--- src/rtl/ledd_pkg.sv ---
// Shared constants for the service LED PWM block: LEDDCR0 bit positions,
// breathe-control layout, FSM encoding and parameter defaults.
package ledd_pkg;

    localparam int unsigned PwmwDefault   = 8;
    localparam int unsigned BlkmulDefault = 32;

    // LEDDCR0 bit positions
    localparam int unsigned Cr0Ledden    = 7;
    localparam int unsigned Cr0Outpol    = 5;
    localparam int unsigned Cr0QuickStop = 3;

    // Breathe control register bit positions (LEDDBCRR / LEDDBCFR)
    localparam int unsigned BcEnable = 7;

    // FSM encoding
    localparam logic [1:0] StIdle = 2'd0;
    localparam logic [1:0] StOn   = 2'd1;
    localparam logic [1:0] StOff  = 2'd2;
    localparam logic [1:0] StStop = 2'd3;

    typedef struct packed {
        logic       en;
        logic [3:0] rate;
    } breath_cfg_t;

endpackage

--- src/rtl/ledd_pwm_if.sv ---
// Configuration register bundle from the LED control-bus register file.
interface ledd_pwm_if #(
    parameter int unsigned PWMW = 8
);
    logic [7:0]      leddcr0;
    logic [7:0]      leddbr;
    logic [7:0]      leddonr;
    logic [7:0]      leddofr;
    logic [7:0]      leddbcrr;
    logic [7:0]      leddbcfr;
    logic [PWMW-1:0] leddpwrr;
    logic [PWMW-1:0] leddpwgr;
    logic [PWMW-1:0] leddpwbr;

    modport master (
        output leddcr0, leddbr, leddonr, leddofr, leddbcrr, leddbcfr,
        output leddpwrr, leddpwgr, leddpwbr
    );

    modport slave (
        input leddcr0, leddbr, leddonr, leddofr, leddbcrr, leddbcfr,
        input leddpwrr, leddpwgr, leddpwbr
    );
endinterface

--- src/rtl/ledd_pwm_chan.sv ---
// One PWM colour channel: duty shadow, breath scaling, compare and
// polarity-corrected output flop.
module ledd_pwm_chan #(
    parameter int unsigned PWMW = 8
) (
    input  logic            ledd_clk,
    input  logic            ledd_rst_async,
    input  logic            load_i,
    input  logic [PWMW-1:0] duty_i,
    input  logic [7:0]      scl_i,
    input  logic [PWMW-1:0] cnt_i,
    input  logic            act_i,
    input  logic            pol_i,
    output logic            pwm_o
);
    localparam int unsigned ProdW = PWMW + 9;

    logic [PWMW-1:0]  duty_q;
    logic [8:0]       scl_p1;
    logic [ProdW-1:0] prod;
    logic [PWMW-1:0]  eff;
    logic             pwm_d;
    logic             pwm_q;
    logic             unused_prod;

    // w * (scl + 1) >> 8, so scl = 255 leaves the duty untouched
    assign scl_p1      = {1'b0, scl_i} + 9'd1;
    assign prod        = ProdW'(duty_q) * ProdW'(scl_p1);
    assign eff         = prod[PWMW+7:8];
    assign unused_prod = ^{prod[ProdW-1], prod[7:0]};

    // Next output level: compare against the scaled duty, then apply polarity
    always_comb begin
        pwm_d = ((cnt_i < eff) & act_i) ^ pol_i;
    end

    // Duty shadow: only updated at period boundaries so the waveform never glitches
    always_ff @(posedge ledd_clk or posedge ledd_rst_async) begin
        if (ledd_rst_async) begin
            duty_q <= '0;
        end else if (load_i) begin
            duty_q <= duty_i;
        end
    end

    // Registered output
    always_ff @(posedge ledd_clk or posedge ledd_rst_async) begin
        if (ledd_rst_async) begin
            pwm_q <= 1'b0;
        end else begin
            pwm_q <= pwm_d;
        end
    end

    assign pwm_o = pwm_q;

endmodule

--- src/rtl/ledd_pwm.sv ---
// LED PWM generator: prescaler, PWM counter, ON/OFF blink sequencer and
// breathe ramp driving three colour channels.
module ledd_pwm
    import ledd_pkg::*;
#(
    parameter int unsigned PWMW   = PwmwDefault,
    parameter int unsigned BLKMUL = BlkmulDefault
) (
    input  logic      ledd_clk,
    input  logic      ledd_rst_async,
    ledd_pwm_if.slave cfg,
    output logic      pwm_out_r,
    output logic      pwm_out_g,
    output logic      pwm_out_b,
    output logic      ledd_on
);
    logic        en;
    logic        pol;
    logic        qstop;
    logic [9:0]  pre;
    breath_cfg_t bon_live;
    breath_cfg_t bof_live;
    logic        unused_cfg;

    assign en       = cfg.leddcr0[Cr0Ledden];
    assign pol      = cfg.leddcr0[Cr0Outpol];
    assign qstop    = cfg.leddcr0[Cr0QuickStop];
    assign pre      = {cfg.leddcr0[1:0], cfg.leddbr};
    assign bon_live = '{en: cfg.leddbcrr[BcEnable], rate: cfg.leddbcrr[3:0]};
    assign bof_live = '{en: cfg.leddbcfr[BcEnable], rate: cfg.leddbcfr[3:0]};
    assign unused_cfg = ^{cfg.leddcr0[6], cfg.leddcr0[4], cfg.leddcr0[2],
                          cfg.leddbcrr[6:4], cfg.leddbcfr[6:4]};

    logic [1:0]      state_q, state_d;
    logic [9:0]      pre_q, pre_d;
    logic [PWMW-1:0] cnt_q, cnt_d;
    logic [12:0]     blink_q, blink_d, blink_nx;
    logic [3:0]      brc_q, brc_d;
    logic [7:0]      scl_q, scl_d;
    logic [7:0]      on_q, off_q;
    breath_cfg_t     bon_q, bof_q;
    logic            ledd_on_q;

    logic        tick;
    logic        pend;
    logic        load;
    logic        chan_act;
    logic [3:0]  rate;
    logic [31:0] on_lim;
    logic [31:0] off_lim;

    // Compare with >= so a mid-run drop of the prescale value cannot stall the counter
    assign tick     = (pre_q >= pre);
    assign pend     = tick && (cnt_q == '1) && (state_q != StIdle);
    assign blink_nx = (blink_q == '1) ? blink_q : blink_q + 13'd1;
    assign on_lim   = 32'(on_q) * BLKMUL;
    assign off_lim  = 32'(off_q) * BLKMUL;
    assign rate     = (state_q == StOff) ? bof_q.rate : bon_q.rate;

    // During OFF the LED keeps glowing only while a breathe-off ramp is still above zero
    assign chan_act = (state_q == StOn) || (state_q == StStop) ||
                      ((state_q == StOff) && bof_q.en && (scl_q != 8'd0));

    // Sequencer: counters, breath ramp and phase transitions
    always_comb begin
        state_d = state_q;
        pre_d   = pre_q;
        cnt_d   = cnt_q;
        blink_d = blink_q;
        brc_d   = brc_q;
        scl_d   = scl_q;
        load    = 1'b0;

        if (state_q != StIdle) begin
            pre_d = tick ? 10'd0 : pre_q + 10'd1;
            if (tick) begin
                cnt_d = cnt_q + 1'b1;
            end
        end

        if (pend) begin
            load    = 1'b1;
            blink_d = blink_nx;
            if (brc_q >= rate) begin
                brc_d = 4'd0;
                if ((state_q == StOn) && bon_q.en && (scl_q != 8'hFF)) begin
                    scl_d = scl_q + 8'd1;
                end
                if ((state_q == StOff) && bof_q.en && (scl_q != 8'h00)) begin
                    scl_d = scl_q - 8'd1;
                end
            end else begin
                brc_d = brc_q + 4'd1;
            end
        end

        case (state_q)
            StIdle: begin
                if (en) begin
                    state_d = StOn;
                    load    = 1'b1;
                    pre_d   = 10'd0;
                    cnt_d   = '0;
                    blink_d = 13'd0;
                    brc_d   = 4'd0;
                    scl_d   = bon_live.en ? 8'h00 : 8'hFF;
                end
            end
            StOn: begin
                // A stop always wins over a blink phase change in the same cycle
                if (!en) begin
                    state_d = qstop ? StIdle : StStop;
                end else if (pend && (off_q != 8'd0) && (32'(blink_nx) >= on_lim)) begin
                    state_d = StOff;
                    blink_d = 13'd0;
                    brc_d   = 4'd0;
                end
            end
            StOff: begin
                if (!en) begin
                    state_d = qstop ? StIdle : StStop;
                end else if (pend && (on_q != 8'd0) && (32'(blink_nx) >= off_lim)) begin
                    state_d = StOn;
                    blink_d = 13'd0;
                    brc_d   = 4'd0;
                    scl_d   = bon_live.en ? 8'h00 : 8'hFF;
                end
            end
            StStop: begin
                if ((!en && qstop) || pend) begin
                    state_d = StIdle;
                end
            end
            default: state_d = StIdle;
        endcase
    end

    // Sequencer state
    always_ff @(posedge ledd_clk or posedge ledd_rst_async) begin
        if (ledd_rst_async) begin
            state_q   <= StIdle;
            pre_q     <= 10'd0;
            cnt_q     <= '0;
            blink_q   <= 13'd0;
            brc_q     <= 4'd0;
            scl_q     <= 8'd0;
            ledd_on_q <= 1'b0;
        end else begin
            state_q   <= state_d;
            pre_q     <= pre_d;
            cnt_q     <= cnt_d;
            blink_q   <= blink_d;
            brc_q     <= brc_d;
            scl_q     <= scl_d;
            ledd_on_q <= (state_d == StOn);
        end
    end

    // Blink and breathe shadows, captured with the duty shadows
    always_ff @(posedge ledd_clk or posedge ledd_rst_async) begin
        if (ledd_rst_async) begin
            on_q  <= 8'd0;
            off_q <= 8'd0;
            bon_q <= '0;
            bof_q <= '0;
        end else if (load) begin
            on_q  <= cfg.leddonr;
            off_q <= cfg.leddofr;
            bon_q <= bon_live;
            bof_q <= bof_live;
        end
    end

    assign ledd_on = ledd_on_q;

    ledd_pwm_chan #(.PWMW(PWMW)) u_chan_r (
        .ledd_clk       (ledd_clk),
        .ledd_rst_async (ledd_rst_async),
        .load_i         (load),
        .duty_i         (cfg.leddpwrr),
        .scl_i          (scl_q),
        .cnt_i          (cnt_q),
        .act_i          (chan_act),
        .pol_i          (pol),
        .pwm_o          (pwm_out_r)
    );

    ledd_pwm_chan #(.PWMW(PWMW)) u_chan_g (
        .ledd_clk       (ledd_clk),
        .ledd_rst_async (ledd_rst_async),
        .load_i         (load),
        .duty_i         (cfg.leddpwgr),
        .scl_i          (scl_q),
        .cnt_i          (cnt_q),
        .act_i          (chan_act),
        .pol_i          (pol),
        .pwm_o          (pwm_out_g)
    );

    ledd_pwm_chan #(.PWMW(PWMW)) u_chan_b (
        .ledd_clk       (ledd_clk),
        .ledd_rst_async (ledd_rst_async),
        .load_i         (load),
        .duty_i         (cfg.leddpwbr),
        .scl_i          (scl_q),
        .cnt_i          (cnt_q),
        .act_i          (chan_act),
        .pol_i          (pol),
        .pwm_o          (pwm_out_b)
    );

endmodule

--- src/flat_wrapper.sv ---
// flat-port wrapper written by rule: the top's interface ports become plain ports
module ledd_pwm_flat import ledd_pkg::*;
#(
    parameter int unsigned PWMW   = PwmwDefault,
    parameter int unsigned BLKMUL = BlkmulDefault
)
  (ledd_clk, ledd_rst_async, pwm_out_r, pwm_out_g, pwm_out_b, ledd_on, cfg_leddcr0, cfg_leddbr, cfg_leddonr, cfg_leddofr, cfg_leddbcrr, cfg_leddbcfr, cfg_leddpwrr, cfg_leddpwgr, cfg_leddpwbr);
  ledd_pwm_if #(.PWMW(PWMW)) cfg_i ();
  input  logic ledd_clk;
  input  logic ledd_rst_async;
  output logic pwm_out_r;
  output logic pwm_out_g;
  output logic pwm_out_b;
  output logic ledd_on;
  input wire logic [$bits(cfg_i.leddcr0)-1:0] cfg_leddcr0;
  input wire logic [$bits(cfg_i.leddbr)-1:0] cfg_leddbr;
  input wire logic [$bits(cfg_i.leddonr)-1:0] cfg_leddonr;
  input wire logic [$bits(cfg_i.leddofr)-1:0] cfg_leddofr;
  input wire logic [$bits(cfg_i.leddbcrr)-1:0] cfg_leddbcrr;
  input wire logic [$bits(cfg_i.leddbcfr)-1:0] cfg_leddbcfr;
  input wire logic [$bits(cfg_i.leddpwrr)-1:0] cfg_leddpwrr;
  input wire logic [$bits(cfg_i.leddpwgr)-1:0] cfg_leddpwgr;
  input wire logic [$bits(cfg_i.leddpwbr)-1:0] cfg_leddpwbr;
  assign cfg_i.leddcr0 = cfg_leddcr0;
  assign cfg_i.leddbr = cfg_leddbr;
  assign cfg_i.leddonr = cfg_leddonr;
  assign cfg_i.leddofr = cfg_leddofr;
  assign cfg_i.leddbcrr = cfg_leddbcrr;
  assign cfg_i.leddbcfr = cfg_leddbcfr;
  assign cfg_i.leddpwrr = cfg_leddpwrr;
  assign cfg_i.leddpwgr = cfg_leddpwgr;
  assign cfg_i.leddpwbr = cfg_leddpwbr;
  ledd_pwm #(.PWMW(PWMW), .BLKMUL(BLKMUL)) u_core (.ledd_clk(ledd_clk), .ledd_rst_async(ledd_rst_async), .cfg(cfg_i), .pwm_out_r(pwm_out_r), .pwm_out_g(pwm_out_g), .pwm_out_b(pwm_out_b), .ledd_on(ledd_on));
endmodule
--- config.mk ---
export PLATFORM = sky130hd
export DESIGN_NAME = ledd_pwm_flat
export DESIGN_NICKNAME = d
export VERILOG_FILES = /design/src/rtl/ledd_pkg.sv /design/src/rtl/ledd_pwm_if.sv /design/src/rtl/ledd_pwm_chan.sv /design/src/rtl/ledd_pwm.sv /design/src/flat_wrapper.sv
export SDC_FILE = /design/constraint.sdc
export NUM_CORES = 1
export LEC_CHECK = 0
export CAP_MARGIN = 20
export CORE_AREA = 10 10 161 163
export DETAILED_ROUTE_END_ITERATION = 12
export DIE_AREA = 0 0 171 173
export GPL_ROUTABILITY_DRIVEN = 0
export PLACE_DENSITY = 0.74
export SYNTH_ARGS = -nofsm -noshare
export SYNTH_HDL_FRONTEND = slang
export SYNTH_SLANG_ARGS = --single-unit
--- constraint.sdc ---
create_clock -name ledd_clk -period 17.2 [get_ports ledd_clk]
set_input_delay 5.16 -clock ledd_clk [delete_from_list [all_inputs] [get_ports ledd_clk]]
set_output_delay 5.16 -clock ledd_clk [all_outputs]
set_load 0.01 [all_outputs]
---- Word-level counts from Yosys, hierarchy flattened ----
Cells that the tools add are included.
word-level totals
  bits of input ports ..................... 74
  flip-flop bits (word level) ............. 99
cells by class
  equal/unequal tests ..................... 7
  muxes and demuxes ....................... 45
  multipliers ............................. 3
  add/subtract/negate cells ............... 7
  order comparisons ....................... 7
  reduce and logical (&&, ||, !) cells .... 20
  bitwise gates (word level) .............. 6
operators with widths
  operator                                                            count
  8-bit two-way mux                                                   12
  13-bit two-way mux                                                  7
  8-bit by 9-bit multiplier with 16-bit output                        3
  10-bit two-way mux                                                  4
  13-bit case mux with 3 select lines                                 1
  4-bit two-way mux                                                   8
  13-bit >= comparator                                                2
  8-bit < comparator                                                  3
  8-bit nonzero test                                                  3
  8-bit by 1-bit adder with 8-bit output, second input constant       2
  8-bit case mux with 2 select lines                                  1
  2-bit two-way mux                                                   7
  13-bit by 1-bit adder with 13-bit output, second input constant     1
  13-bit == test, second input constant                               1
  4-bit case mux with 3 select lines                                  1
  1-bit logical AND                                                   11
  10-bit by 1-bit adder with 10-bit output, second input constant     1
  10-bit >= comparator                                                1
  8-bit by 1-bit adder with 9-bit output, second input constant       1
  8-bit == test, second input constant                                1
  8-bit inequality test, second input constant                        1
  2-bit case mux with 4 select lines                                  1
  8-bit by 1-bit subtractor with 8-bit output, second input constant  1
  4-bit by 1-bit adder with 4-bit output, second input constant       1
  10 further kinds                                                    20

---- Depth between registers and ports, before layout ----
  depth after elaboration ................. 10
  mapped depth ............................ 27

---- By module ----
Synthesis repeated with hierarchy kept, for this count alone.
unflattened totals
  cells, all modules ...................... 1334
  area, all modules ....................... 12859.8 um2
by module, submodules not included
  module                            area each (um2)  seq. area each (um2)  cells each  times used
  ledd_pwm                          4600.7           1801.7                475         1
  ledd_pwm_chan at u_core.u_chan_g  2758.9           225.2                 290         1
  ledd_pwm_chan at u_core.u_chan_b  2756.4           225.2                 285         1
  ledd_pwm_chan at u_core.u_chan_r  2743.9           225.2                 284         1

---- Worst setup path before layout ----
Ideal clock, no wire load.
  path type ............................... input port to flip-flop
  start ................................... in cfg_leddbr[4]
  end ..................................... reg u_core.bof_q[0] (netlist bit)
  setup slack ............................. 9.946 ns
  arrival ................................. 7.129 ns
  buffers on the path ..................... 2
  library setup time ...................... 0.125 ns
  cell stages on the path ................. 10
  cell sequence ........................... inv_1 > ha_1 > a21o_1 > a221oi_1 > or2_2 > a21boi_0 > buf_2 > nor2_1 > buf_2 > mux2_2
between the ends
  word-level cells in the longest chain between the ends .. 6
ends and longest elaborated chain
  item                                line                text
  start, declared                     flat_wrapper.sv:16  input wire logic [$bits(cfg_i.leddbr)-1:0] cfg_leddbr;
  10-bit >= comparator (*)            ledd_pwm.sv:53      assign tick = (pre_q >= pre);
  1-bit logical AND (*) (2 in a row)  ledd_pwm.sv:54      assign pend = tick && (cnt_q == '1) && (state_q != StIdle);
  1-bit two-way mux (*)               ledd_pwm.sv:81      if (pend) begin
  1-bit two-way mux                   ledd_pwm.sv:99      if (en) begin
  1-bit two-way mux (*)               ledd_pwm.sv:97      case (state_q)
  end signal, assigned                ledd_pwm.sv:170     bof_q <= bof_live;
  end, declared                       ledd_pwm.sv:41      breath_cfg_t bon_q, bof_q;
Mark *: on every way between the ends. The rest lies on a longest branch, timed or not.
A chain may end at the register's enable or synchronous reset.

---- Worst setup path after layout ----
  start ................................... in cfg_leddbr[4]
  end ..................................... reg u_core.on_q[2]
between the ends
  word-level cells in the longest chain between the ends .. 6
ends and longest elaborated chain
  item                                line             text
  10-bit >= comparator (*)            ledd_pwm.sv:53
  1-bit logical AND (*) (2 in a row)  ledd_pwm.sv:54
  1-bit two-way mux (*)               ledd_pwm.sv:81
  1-bit two-way mux                   ledd_pwm.sv:99
  1-bit two-way mux (*)               ledd_pwm.sv:97
  end signal, assigned                ledd_pwm.sv:167  on_q <= cfg.leddonr;
  end, declared                       ledd_pwm.sv:40   logic [7:0] on_q, off_q;
Marked as above.

==> flow_summary.yaml <==
outcome:
  status: "complete, no violations"
detailed_routing:
  drt_iter0_markers: 436
  vias_per_cell: 5.561
  post_drt_wl_per_cell_um: 16.05
  antenna_left: 0
  drc: 0
  drt-total-wl_mm: 26.10
  vias: 9042
  firstDrtPassIters: 4
floorplan:
  start_util: 0.5453
  die_w_um: 171
  num_rows: 55
  core_mm2: 0.02257
  die_area_mm2: 0.02958
  io_pins: 78
  fp.dieH_um: 173
placed_design:
  io_buffers: 68
  hpwl_mm: 19.77
  dp.cells: 1609
grt:
  gr-usage-all-layers: 0.1838
  grt_max_degree: 71
  antenna_found_initial: 1
  grt_pass1_wl_mm: 45.27
  grt_pass1_vias: 9394
  grt_overflow: 0
cells_and_area:
  layout-drive-gt1-share: 0.08806
  fin_util: 0.5988
  area_growth_pct: 9.820
  nFillCells: 1945
  nNetsFinal: 1683
  layout.cells.non_filler: 1626
timing:
  finalCriticalPeriod_ns: 8.214
  setup_viol: 0
  final.setup.tns_ns: 0
  rsz0062_at_grt: "no"
  worstMarginPinSlew_ns: 0.9154
  fmax_mhz: 121.7
  slew_violations: 0
  period_share: 0.4775
  hold_viol: 0
  skew_ns: 0.01000
  relSlewSlack: 0.3897
clock_tree:
  clock_latency_ns: 0.36
  cts_tree: "yes"
  post_cts_buffers: 0
  cts_root_buf: "clkbuf_16"
  cts_made_buffers: 9
  clkSinkCount: 99
  clockBufferDepth: 2
  h-tree-depth: 3
  cts_resized: 0
  holdBufCountCts: 0
  clkTransAtPathRegs_ns: 0.08
setup_path:
  critPathKind: "in -> reg"
  worstPathRequired_ns: 17.44
  worstPathArrival_ns: 8.46
  end_kind: "flop"
  cp-start-kind: "primary input"
  critical_path.max_fanout: 38
synth:
  synthesis.nets: 1643
  ys_seq_area_frac: 0.2013
  synth_enable_flop_cells: 0
  syn_area_mm2: 0.01231
  syn-instance-count: 1295
  yosys_warnings: 0
  synth-seq-cells: 99
  ys_async_sr_fraction: 1.000
  avgSynthCellArea_um2: 9.504
  synthDistinctLibCells: 70
  synthFlopType: "dfrtp_1"
job:
  cap_violations: 0
worst_hold_path:
  hold_path_class: "reg -> reg"
==> kinds of logic after synthesis <==
| logic type | count (synthesis) | synth area share |
|---|---|---|
| xor+xnor | 68 | 0.04839 |
| mux | 59 | 0.05337 |
| fa+ha+maj | 274 | 0.3517 |
| buf+inv | 222 | 0.07167 |
| flops | 99 | 0.2013 |
| compound gates | 146 | 0.08122 |
| simple gates | 427 | 0.1923 |
==> through the flow <==
stage	hold WS, ns	setup WS [ns]	instance area [µm²]
global placement	0.4631	8.613	13210
global route	0.5274	8.820	13510
detailed placement	0.4707	8.593	13210
CTS	0.4888	8.960	13510
finish	0.4862	8.986	13520
floorplan	0.4497	9.450	12310
==> state kept, by name (all words and copies together), names as in the netlist <==
register                cells
u_core.u_chan_r.duty_q      8
u_core.ledd_on              1
u_core.u_chan_g.pwm_o       1
u_core.blink_q             13
u_core.state_q              2
u_core.u_chan_r.pwm_o       1
u_core.off_q                8
u_core.scl_q                8
u_core.cnt_q                8
u_core.pre_q               10
u_core.u_chan_b.pwm_o       1
u_core.on_q                 8
u_core.u_chan_b.duty_q      8
u_core.u_chan_g.duty_q      8
u_core.brc_q                4
u_core.bof_q                5
u_core.bon_q                5
==> critical path, stage by stage <==
cell and delay, ns:
clkdlybuf4s50_1 0.46, inv_1 0.04, ha_1 0.29, a21o_1 0.16
a221oi_1 0.32, or2_2 0.20, a21boi_2 0.05, buf_4 0.26
nor2_4 0.58, buf_4 0.51, mux2_2 0.39
==> final timing paths <==
kind	slack [ns]	cells past startpoint	end	from
hold reg to reg	0.49	2	u_core.bon_q[4]	u_core.bon_q[4]
setup reg to reg	9.87	24	u_core.u_chan_r.pwm_o	u_core.scl_q[0]
hold / removal	0.49	2	u_core.bon_q[4]	u_core.bon_q[4]
setup / recovery	8.99	11	u_core.on_q[2]	cfg_leddbr[4]
min in group asynchronous	5.14	2	u_core.pre_q[3]	ledd_rst_async
max in group asynchronous	10.82	3	u_core.bof_q[4]	ledd_rst_async
==> layer usage <==
layer	routed length [µm]	vias up	GRT usage	share of wire
met1	11930	4489	0.2419	0.46
met2	12500	182	0.3052	0.48
li1	-	4344	-	-
met4	428	0	0.04277	0.016
met5	0	-	0	0
met3	1242	27	0.03325	0.048
==> synth_stat cells (19+ instances only) <==
cell type    n  share of area
inv_1      171          0.052
and2_1     155          0.079
ha_1       154           0.16
fa_1       120           0.20
dfrtp_1     99           0.20
nand2_1     79          0.024
mux2_2      53          0.048
nor2_1      51          0.016
a21oi_1     43          0.017
xor2_1      37          0.026
xnor2_1     31          0.022
o21ai_0     26          0.011
clkbuf_1    24         0.0073
nor2b_1     22          0.011
nand3_1     19         0.0077
nor3_1      19         0.0077
==> cell type report <==
type	instances	area, µm²	share of cell area
repair buffers	80	770.7	0.05702
diodes	1	2.502	0.0001851
clock buffers	10	239.0	0.01768
clock inverters	6	66.31	0.004906
inverters	171	644.4	0.04767
well taps	285	356.6	0.02638
multi-input cells	974	8960	0.6629
flip-flops and latches	99	2477	0.1833
==> placed cells by master (no fill, tap or decap), types with 8 or more instances in the layout <==
cell             instances
buf_4                   12
nand3_1                 19
dfrtp_1                 99
clkdlybuf4s50_1         68
mux2_2                  53
nor2_1                  50
inv_1                  170
a31oi_1                  8
o21a_1                   9
clkbuf_16                9
xnor2_1                 31
a21oi_1                 43
or2_2                   10
nor2b_1                 22
fa_1                   120
ha_1                   154
nor3_1                  19
xor2_1                  37
nand2_1                 79
nand4_1                 17
nor2_2                  10
o21ai_0                 26
and2_1                 155
Power is not shown: default switching activity piles up to over one toggle a cycle in this logic, so the estimate is an artifact.
